**src/rtl/pingpong_frame_ctrl_pkg.sv**
```systemverilog
// Shared types and defaults for the ping-pong frame buffer controller.
package pingpong_pkg;

    localparam int DEF_DATA_W = 8;
    localparam int DEF_ADDR_W = 5;
    localparam int DEF_DEPTH  = 32;

    localparam logic BANK0 = 1'b0;
    localparam logic BANK1 = 1'b1;

    typedef enum logic {
        W_FILL,
        W_FULL
    } wr_state_t;

    typedef enum logic [1:0] {
        R_IDLE,
        R_READ,
        R_DRAIN
    } rd_state_t;

endpackage

```
**src/rtl/pingpong_frame_ctrl_read_seq.sv**
```systemverilog
// Reader side of the ping-pong buffer: walks one bank 0..DEPTH-1 and
// re-times the RAM read data into out_data with a two-cycle latency.
module pp_read_sequencer
    import pingpong_pkg::*;
#(
    parameter int DATA_W = DEF_DATA_W,
    parameter int ADDR_W = DEF_ADDR_W,
    parameter int DEPTH  = DEF_DEPTH
) (
    input  logic              clk,
    input  logic              resetn,
    input  logic              frame_start,
    input  logic              frame_avail,
    input  logic              sel_next,
    output logic              idle,
    output logic              re,
    output logic [ADDR_W-1:0] raddr,
    output logic              rd_sel,
    input  logic [DATA_W-1:0] rdata,
    output logic              out_valid,
    output logic [DATA_W-1:0] out_data,
    output logic              frame_done,
    output logic              underrun,
    output logic              busy
);

    localparam logic [ADDR_W-1:0] LAST_ADDR = ADDR_W'(DEPTH - 1);

    rd_state_t         state;
    logic [ADDR_W-1:0] rd_ptr;
    logic              vld_p0;
    logic              last_p0;
    logic              vld_p1;
    logic              last_p1;

    assign idle    = (state == R_IDLE);
    assign busy    = ~idle;
    assign re      = (state == R_READ);
    assign raddr   = rd_ptr;
    assign vld_p0  = re;
    assign last_p0 = re && (rd_ptr == LAST_ADDR);

    always_ff @(posedge clk) begin
        if (!resetn) begin
            state      <= R_IDLE;
            rd_ptr     <= '0;
            rd_sel     <= BANK0;
            vld_p1     <= 1'b0;
            last_p1    <= 1'b0;
            out_valid  <= 1'b0;
            out_data   <= '0;
            frame_done <= 1'b0;
            underrun   <= 1'b0;
        end else begin
            // p0 -> p1: RAM presents rdata for the address issued last cycle
            vld_p1  <= vld_p0;
            last_p1 <= last_p0;
            // p1 -> output register
            out_valid  <= vld_p1;
            frame_done <= last_p1;
            if (vld_p1) begin
                out_data <= rdata;
            end
            underrun <= 1'b0;

            case (state)
                R_IDLE: begin
                    if (frame_start) begin
                        if (frame_avail) begin
                            state  <= R_READ;
                            rd_sel <= sel_next;
                            rd_ptr <= '0;
                        end else begin
                            underrun <= 1'b1;
                        end
                    end
                end
                R_READ: begin
                    if (rd_ptr == LAST_ADDR) begin
                        rd_ptr <= '0;
                        state  <= R_DRAIN;
                    end else begin
                        rd_ptr <= rd_ptr + ADDR_W'(1);
                    end
                end
                R_DRAIN: begin
                    // frame_done is high while the final word sits on out_data
                    if (frame_done) begin
                        state <= R_IDLE;
                    end
                end
                default: state <= R_IDLE;
            endcase
        end
    end

endmodule

```
**src/rtl/pingpong_frame_ctrl.sv**
```systemverilog
// Ping-pong frame buffer controller: producer fills one bank while the
// display reader streams the other; banks swap only between frames.
module pingpong_frame_ctrl
    import pingpong_pkg::*;
#(
    parameter int DATA_W = DEF_DATA_W,
    parameter int ADDR_W = DEF_ADDR_W,
    parameter int DEPTH  = DEF_DEPTH
) (
    input  logic              clk,
    input  logic              resetn,
    input  logic              in_valid,
    input  logic [DATA_W-1:0] in_data,
    output logic              in_ready,
    input  logic              frame_start,
    output logic              out_valid,
    output logic [DATA_W-1:0] out_data,
    output logic              frame_done,
    output logic              underrun,
    output logic              busy,
    output logic              wr_bank,
    output logic              bank0_we,
    output logic [ADDR_W-1:0] bank0_waddr,
    output logic [DATA_W-1:0] bank0_wdata,
    output logic              bank0_re,
    output logic [ADDR_W-1:0] bank0_raddr,
    input  logic [DATA_W-1:0] bank0_rdata,
    output logic              bank1_we,
    output logic [ADDR_W-1:0] bank1_waddr,
    output logic [DATA_W-1:0] bank1_wdata,
    output logic              bank1_re,
    output logic [ADDR_W-1:0] bank1_raddr,
    input  logic [DATA_W-1:0] bank1_rdata
);

    localparam logic [ADDR_W-1:0] LAST_ADDR = ADDR_W'(DEPTH - 1);

    wr_state_t         wstate;
    logic [ADDR_W-1:0] wr_ptr;
    logic              bank_valid;
    logic              accept;
    logic              swap;
    logic              rd_idle;
    logic              rd_re;
    logic              rd_sel;
    logic [ADDR_W-1:0] rd_raddr;
    logic [DATA_W-1:0] rd_rdata;

    assign in_ready = (wstate == W_FILL);
    assign accept   = in_valid && in_ready;
    // A completed frame is handed over only while the reader sits idle
    assign swap     = (wstate == W_FULL) && rd_idle;

    assign bank0_we    = accept && (wr_bank == BANK0);
    assign bank1_we    = accept && (wr_bank == BANK1);
    assign bank0_waddr = wr_ptr;
    assign bank1_waddr = wr_ptr;
    assign bank0_wdata = in_data;
    assign bank1_wdata = in_data;

    assign bank0_re    = rd_re && (rd_sel == BANK0);
    assign bank1_re    = rd_re && (rd_sel == BANK1);
    assign bank0_raddr = rd_raddr;
    assign bank1_raddr = rd_raddr;
    assign rd_rdata    = (rd_sel == BANK1) ? bank1_rdata : bank0_rdata;

    always_ff @(posedge clk) begin
        if (!resetn) begin
            wstate     <= W_FILL;
            wr_ptr     <= '0;
            wr_bank    <= BANK0;
            bank_valid <= 1'b0;
        end else if (swap) begin
            wr_bank    <= ~wr_bank;
            wstate     <= W_FILL;
            bank_valid <= 1'b1;
        end else if (accept) begin
            if (wr_ptr == LAST_ADDR) begin
                wr_ptr <= '0;
                wstate <= W_FULL;
            end else begin
                wr_ptr <= wr_ptr + ADDR_W'(1);
            end
        end
    end

    // A frame_start coinciding with a swap takes the bank just completed
    pp_read_sequencer #(
        .DATA_W(DATA_W),
        .ADDR_W(ADDR_W),
        .DEPTH (DEPTH)
    ) u_read_seq (
        .clk        (clk),
        .resetn     (resetn),
        .frame_start(frame_start),
        .frame_avail(bank_valid || swap),
        .sel_next   (swap ? wr_bank : ~wr_bank),
        .idle       (rd_idle),
        .re         (rd_re),
        .raddr      (rd_raddr),
        .rd_sel     (rd_sel),
        .rdata      (rd_rdata),
        .out_valid  (out_valid),
        .out_data   (out_data),
        .frame_done (frame_done),
        .underrun   (underrun),
        .busy       (busy)
    );

endmodule

```
**config.mk**
```make
export PLATFORM = sky130hd
export DESIGN_NAME = pingpong_frame_ctrl
export DESIGN_NICKNAME = d
export VERILOG_FILES = /design/src/rtl/pingpong_frame_ctrl_pkg.sv /design/src/rtl/pingpong_frame_ctrl_read_seq.sv /design/src/rtl/pingpong_frame_ctrl.sv
export SDC_FILE = /design/constraint.sdc
export NUM_CORES = 1
export LEC_CHECK = 0
export ABC_AREA = 1
export ABC_CLOCK_PERIOD_IN_PS = 1750
export CORE_UTILIZATION = 35
export CTS_BUF_LIST = sky130_fd_sc_hd__clkbuf_4
export CTS_CLUSTER_SIZE = 40
export DETAILED_ROUTE_END_ITERATION = 10
export PLACE_DENSITY = 0.73
export REMOVE_ABC_BUFFERS = 1
export SYNTH_ARGS = -nofsm -noshare
export SYNTH_HDL_FRONTEND = slang
export SYNTH_HIERARCHICAL = 1
export SYNTH_SLANG_ARGS = --single-unit
```
**constraint.sdc**
```tcl
create_clock -name clk -period 1.75 [get_ports clk]
set_clock_uncertainty 0.05 [all_clocks]
set_input_delay 0.525 -clock clk [delete_from_list [all_inputs] [get_ports clk]]
set_output_delay 0.525 -clock clk [all_outputs]
set_load 0.05 [all_outputs]
```
==> metrics.md, run 1 <==
| Metric | Value |
|---|---|
| Slowest cell on the critical path | dfxtp_2 |
| Status | finished, final reports clean |
| FF-to-FF setup slack | 0.20 ns |
| Leak pwr | 0.00115 µW |
| Crit end category | output port |
| Setup crit start kind | register |
| HP Class | register to register |
| Clk pin slew, worst setup/hold paths | 0.08 ns |
| First-pass GRT wire length | 5950 µm |
| Synth top area cells | dfxtp_1, buf_4, nor2_1 |
| R2r endpoint | u_read_seq/raddr[3] |
| Crit path max fanout | 3 |
| Clock Path Buffers | 2 |
| Worst R2R Path Depth | 9 |
| Final Wtd Congestion | 0.761 |
| Layout Nets | 283 |
| Cts bufs inserted | 5 |
| Post-detailed-route wirelength per cell | 12.4 µm |
| Tmin final | 1.71 ns |
| Antenna Cells | 0 |
| TritonCTS Sinks | 29 |
| Post-Route WL | 3740 µm |
| Final setup vio count | 0 |
| Worst R2R Start | u_read_seq/state[0] |
| Distinct cells, synth | 25 |
| Syn_area_per_cell | 7.82 µm² |
| Hold Path Cell Cnt | 2 |
| Share of cells above drive strength 1 | 0.394 |
| Cell area after synthesis | 0.00154 mm² |
| Vias in the first global route | 1320 |
| Slowest stage delay, CP | 0.35 ns |
| Vias per inst | 4.62 |
| Post-route ant nets | 0 |
| Fillers | 339 |
| Yosys reg bits | 29 |
| Slew margin rel. | 0.783 |
| Final setup margin | 0.0400 ns |
| Boundary Pins | 82 |
| GR Util All Layers | 0.179 |
| CP Data Required Time | 1.17 ns |
| Initial Util | 0.375 |
| Drc violations | 0 |
| Clock Latency Late Sink | 0.32 ns |
| Overflow after GRT | 0 |
| Final HPWL DP | 2750 µm |
| Setup total negative slack | 0 ns |
| Commonest non-fill, non-tap cell in the layout | buf_12 |
| First drt pass iteration count | 4 |
| Hold Fails Final Rpt | 0 |
| Area of the multi-input gates | 702 µm² |
| Final Max Tran Viols | 0 |
| Die ar. | 0.00467 mm² |
| Min-Delay Endpoint | u_read_seq/frame_done |
| Min-delay src | u_read_seq/last_p1 |
| Post-synth top area share | 0.377 |
| Post-Place Setup Slack | -0.268 ns |
| YS warnings | 6 |
| CTS tree | done |
| RSZ-0062 raised after global routing | true |
| Max-cap violations | 0 |
| Die height | 68.4 µm |
| Max rail drop VDD | 0.331 mV |
| Antenna violations before repair | 0 |
| CTS H-tree depth | 2 |
| Worst setup path category | register to output port |
| Area grow syn2layout | 67.9% |
| Arrival time worst endpoint | 1.13 ns |
| Worst Tran Pin Value | 0.325 ns |
| Leading area contributor after synthesis | dfxtp_1 |
| Die width | 68.4 µm |
| Core area | 0.00412 mm² |
| Port bufs | 57 |
| Largest delay contributor family on the critical path | flip-flops |
| Site Rows | 23 |
| Most frequent cells in the layout | buf_12, nor2_1, nand2_1, dfxtp_1 |
| Register area | 584 µm² |
| Synth Instances | 197 |
| Critical-path cell list | buf_6 -> nor2_4 -> inv_4 -> buf_12 |
| Seq/Total Area, Yosys | 0.377 |
| Final Cycle Share | 0.977 |
| Max frequency | 585 MHz |
| Largest net degree at the start of global routing | 24 |
| Number of buffers and inverters on the critical path | 3 |
| Clock root buffer | clkbuf_4 |
| Via count | 1392 |
| Pwr Density | 490 mW/mm² |
| DRT iter0 DRCs | 42 |
[flip-flops by register name, summed over array words and instances (netlist names)]
name and flops:
u_read_seq/out_data 8, bank0_waddr 5, u_read_seq/raddr 5, u_read_seq/state 2, bank_valid 1, u_read_seq/frame_done 1
u_read_seq/last_p1 1, u_read_seq/out_valid 1, u_read_seq/rd_sel 1, u_read_seq/underrun 1, u_read_seq/vld_p1 1, wr_bank 1
wstate 1
[report_power, final]
part / internal [µW] / total [µW] / leakage (µW) / switching [µW]
clock network: 161 / 372 / 0.0000292 / 211
logic: 125 / 224 / 0.000886 / 99.3
registers: 666 / 674 / 0.000236 / 7.35
[area by class of cell]
| class | instances | share of cell area |
|---|---|---|
| inverter | 20 | 0.0319 |
| tap | 50 | 0.0242 |
| clock inverter | 1 | 0.00145 |
| multi-input combinational | 118 | 0.271 |
| sequential | 29 | 0.226 |
| clock buffer | 6 | 0.0174 |
| timing repair buffer | 77 | 0.428 |
[cells in the mapped netlist (all sizes together)]
| cell | number |
|---|---|
| nor2 | 41 |
| nand2 | 32 |
| buf | 30 |
| dfxtp | 29 |
| inv | 20 |
| o21ai | 12 |
| nand3 | 11 |
| mux2 | 8 |
| a21oi | 4 |
| ha | 4 |
| nand3b | 1 |
| nor3 | 1 |
| nor3b | 1 |
| o21a | 1 |
| o21bai | 1 |
| xor2 | 1 |
[through the flow]
stage	util	instances	cell area, µm²	power, µW	hold WS, ns
2_1_floorplan	-	167	1320	775	0.340
6_report	0.629	301	2590	1270	0.378
3_5_place_dp	0.581	282	2390	911	0.359
4_1_cts	0.612	294	2520	1280	0.379
3_3_place_gp	0.581	282	2390	909	0.343
5_1_grt	0.629	301	2590	1330	0.414
[worst max-delay path by stage]
stage	cells past startpoint	end	startpoint	slack [ns]
after floorplan	7	u_read_seq/raddr[2]	u_read_seq/raddr[0]	-0.33
after global placement	4	bank0_we	in_valid	-0.25
after detailed placement	4	bank1_we	in_valid	-0.27
after CTS	4	bank1_we	wstate	0.01
after global routing	6	bank0_re	u_read_seq/state[1]	-0.03
final	4	busy	u_read_seq/state[0]	0.04
[per-layer routing]
metal,track usage,share of wire,vias up
li1,-,-,698
met1,0.182,0.38,624
met2,0.293,0.50,65
met3,0.105,0.095,5
met4,0.0807,0.016,0
met5,0,0,-
[worst min-delay path, cell delays in order (launching register included)]
cell and delay (ns):
dfxtp_1 0.31, nand2_1 0.06, inv_1 0.03
[logic make-up after synthesis]
group | synth area share
xor+xnor | 0.00568
mux | 0.0779
buf+inv | 0.194
flops | 0.377
simple gates | 0.249
compound gates | 0.0641
fa+ha+maj | 0.0325
[repair_timing]
action / 4_1_cts / 5_1_grt
resized for setup: 15 / 7
pin swaps: 4 / 2
hold buffers: 0 / 0
setup buffers: 5 / 7
endpoints found under the setup margin: 4 / 5
Note: power is estimated with default switching activity, not from simulation.
==> run 2, diff against run 1 <==
--- a/config.mk
+++ b/config.mk
@@ -17,3 +17,4 @@
 export SYNTH_HDL_FRONTEND = slang
 export SYNTH_HIERARCHICAL = 1
 export SYNTH_SLANG_ARGS = --single-unit
+export TNS_END_PERCENT = 30
==> metrics.md, run 2 (synthesized netlist as in run 1, its figures left out) <==
| Metric | Value |
|---|---|
| Status | finished, final reports clean |
| Commonest non-fill, non-tap cell in the layout | buf_12 |
| DRT iter0 DRCs | 52 (+24%) |
| Max rail drop VDD | 0.331 mV (about the same) |
| Post-Route WL | 3730 µm (-0.24%) |
| Die height | 68.4 µm (unchanged) |
| Clock Latency Late Sink | 0.32 ns (about the same) |
| Hold Fails Final Rpt | 0 (unchanged) |
| Max-cap violations | 0 (unchanged) |
| Vias in the first global route | 1320 (unchanged) |
| Boundary Pins | 82 (unchanged) |
| Max frequency | 585 MHz (about the same) |
| Setup total negative slack | 0 ns (unchanged) |
| Post-route ant nets | 0 (unchanged) |
| Max FFs per register | 8 (unchanged) |
| Worst setup path category | register to output port |
| First drt pass iteration count | 4 (unchanged) |
| Setup crit start kind | register |
| Leak pwr | 0.00114 µW (-0.68%) |
| # hold bufs at CTS | 0 (unchanged) |
| Critical-path cell list | buf_6 -> nor2_4 -> inv_4 -> buf_12 |
| Final setup margin | 0.0400 ns (+0.00000400 ns) |
| HP Class | register to register |
| Total power | 1270 µW (about the same) |
| Die width | 68.4 µm (unchanged) |
| TritonCTS Sinks | 29 (unchanged) |
| Crit path max fanout | 3 (unchanged) |
| Fin cells | 299 (-0.66%) |
| Site Rows | 23 (unchanged) |
| Slew margin rel. | 0.783 (unchanged) |
| Layout Nets | 281 (-0.71%) |
| Slowest stage delay, CP | 0.35 ns (about the same) |
| Pwr Density | 493 mW/mm² (+0.54%) |
| Final Cycle Share | 0.977 (about the same) |
| Met2 Usage GRT | 0.293 (unchanged) |
| Overflow after GRT | 0 (unchanged) |
| Antenna Cells | 0 (unchanged) |
| GR Util All Layers | 0.179 (unchanged) |
| GRT met3 Usage | 0.105 (unchanged) |
| Top reg by flops | u_read_seq/out_data |
| Worst Tran Pin Value | 0.325 ns (+0.000000596 ns) |
| CTS tree | done |
| Area grow syn2layout | 67.0% |
| CTS H-tree depth | 2 (unchanged) |
| Clk pin slew, worst setup/hold paths | 0.08 ns (about the same) |
| Vias per inst | 4.64 (+0.38%) |
| Clock Path Buffers | 2 (unchanged) |
| Most frequent cells in the layout | buf_12, nor2_1, nand2_1 |
| GR peak layer | met2 |
| Crit end category | output port |
| Number of buffers and inverters on the critical path | 3 (unchanged) |
| Largest delay contributor family on the critical path | flip-flops |
| Met1 Use GR | 0.182 (unchanged) |
| Post-layout util | 0.626 (-0.00335) |
| Tmin final | 1.71 ns (-0.00000400 ns) |
| Post-detailed-route wirelength per cell | 12.5 µm (+0.43%) |
| Core area | 0.00412 mm² (unchanged) |
| Clock root buffer | clkbuf_4 |
| Final HPWL DP | 2750 µm (unchanged) |
| Fillers | 340 (+0.29%) |
| Antenna violations before repair | 0 (unchanged) |
| CP Data Required Time | 1.17 ns (about the same) |
| Largest net degree at the start of global routing | 24 (unchanged) |
| Initial Util | 0.375 (unchanged) |
| Slowest cell on the critical path | dfxtp_2 |
| Port bufs | 57 (unchanged) |
| Cts bufs inserted | 5 (unchanged) |
| Final Wtd Congestion | 0.761 (unchanged) |
| Post-Place Setup Slack | -0.268 ns (unchanged) |
| RSZ-0062 raised after global routing | true |
| Final setup vio count | 0 (unchanged) |
| Drc violations | 0 (unchanged) |
| First-pass GRT wire length | 5950 µm (unchanged) |
| Final Max Tran Viols | 0 (unchanged) |
| Die ar. | 0.00467 mm² (unchanged) |
| Via count | 1388 (-0.29%) |
| Share of cells above drive strength 1 | 0.394 (-0.000848) |
| Placed Cells incl. Taps | 282 (unchanged) |
| Arrival time worst endpoint | 1.13 ns (about the same) |
-- run 2: changes by cell type in the layout (fill, tap and decap cells not counted) --
cell,change
dfxtp_2,+1
buf_4,-2
dfxtp_1,-1
-- run 2: power by group --
part	internal [µW]	switching, µW	total, µW
Sequential	666	7.35	674
Combinational	125	99.3	224
Clock	161	211	372
Total	952	318	1270
-- run 2: layer usage --
metal	wire length, µm	vias to the layer above
li1	-	695
met3	354	5
met4	61	0
met5	0	-
met2	1880	65
met1	1430	623
-- run 2: stage by stage --
stage | area, µm² | hold slack [ns]
finish | 2570 | 0.378
global route | 2570 | 0.414
CTS | 2520 | 0.379
detailed placement | 2390 | 0.359
global placement | 2390 | 0.343
floorplan | 1320 | 0.340
-- run 2: worst min-delay path, delay by kind of cell, from the launching register on --
kind | cells | cell delay, ns
and+or+nand+nor | 1 | 0.06
DFF | 1 | 0.31
buffers and inverters | 1 | 0.03
-- run 2: timing repair --
item,in CTS,in global routing
endpoints found under the setup margin,4,5
setup buffers,5,5
pin swaps,4,2
resized for setup,15,8
-- run 2: cell type report --
cell class	instances	area, µm²	share of cell area
Timing Repair Buffer	75	1090	0.425
Multi-Input combinational cell	118	702	0.273
Sequential cell	29	586	0.227
Inverter	20	82.6	0.0321
Tap cell	50	62.6	0.0243
Clock buffer	6	45.0	0.0175
Clock inverter	1	3.75	0.00146
-- run 2: path summary, 6_finish.rpt --
check | startpoint | endpoint | slack [ns] | cells past startpoint
hold / removal | u_read_seq/last_p1 | u_read_seq/frame_done | 0.38 | 2
setup / recovery | u_read_seq/state[0] | busy | 0.04 | 4
hold reg to reg | u_read_seq/last_p1 | u_read_seq/frame_done | 0.38 | 2
setup reg to reg | u_read_seq/state[0] | u_read_seq/raddr[3] | 0.20 | 9
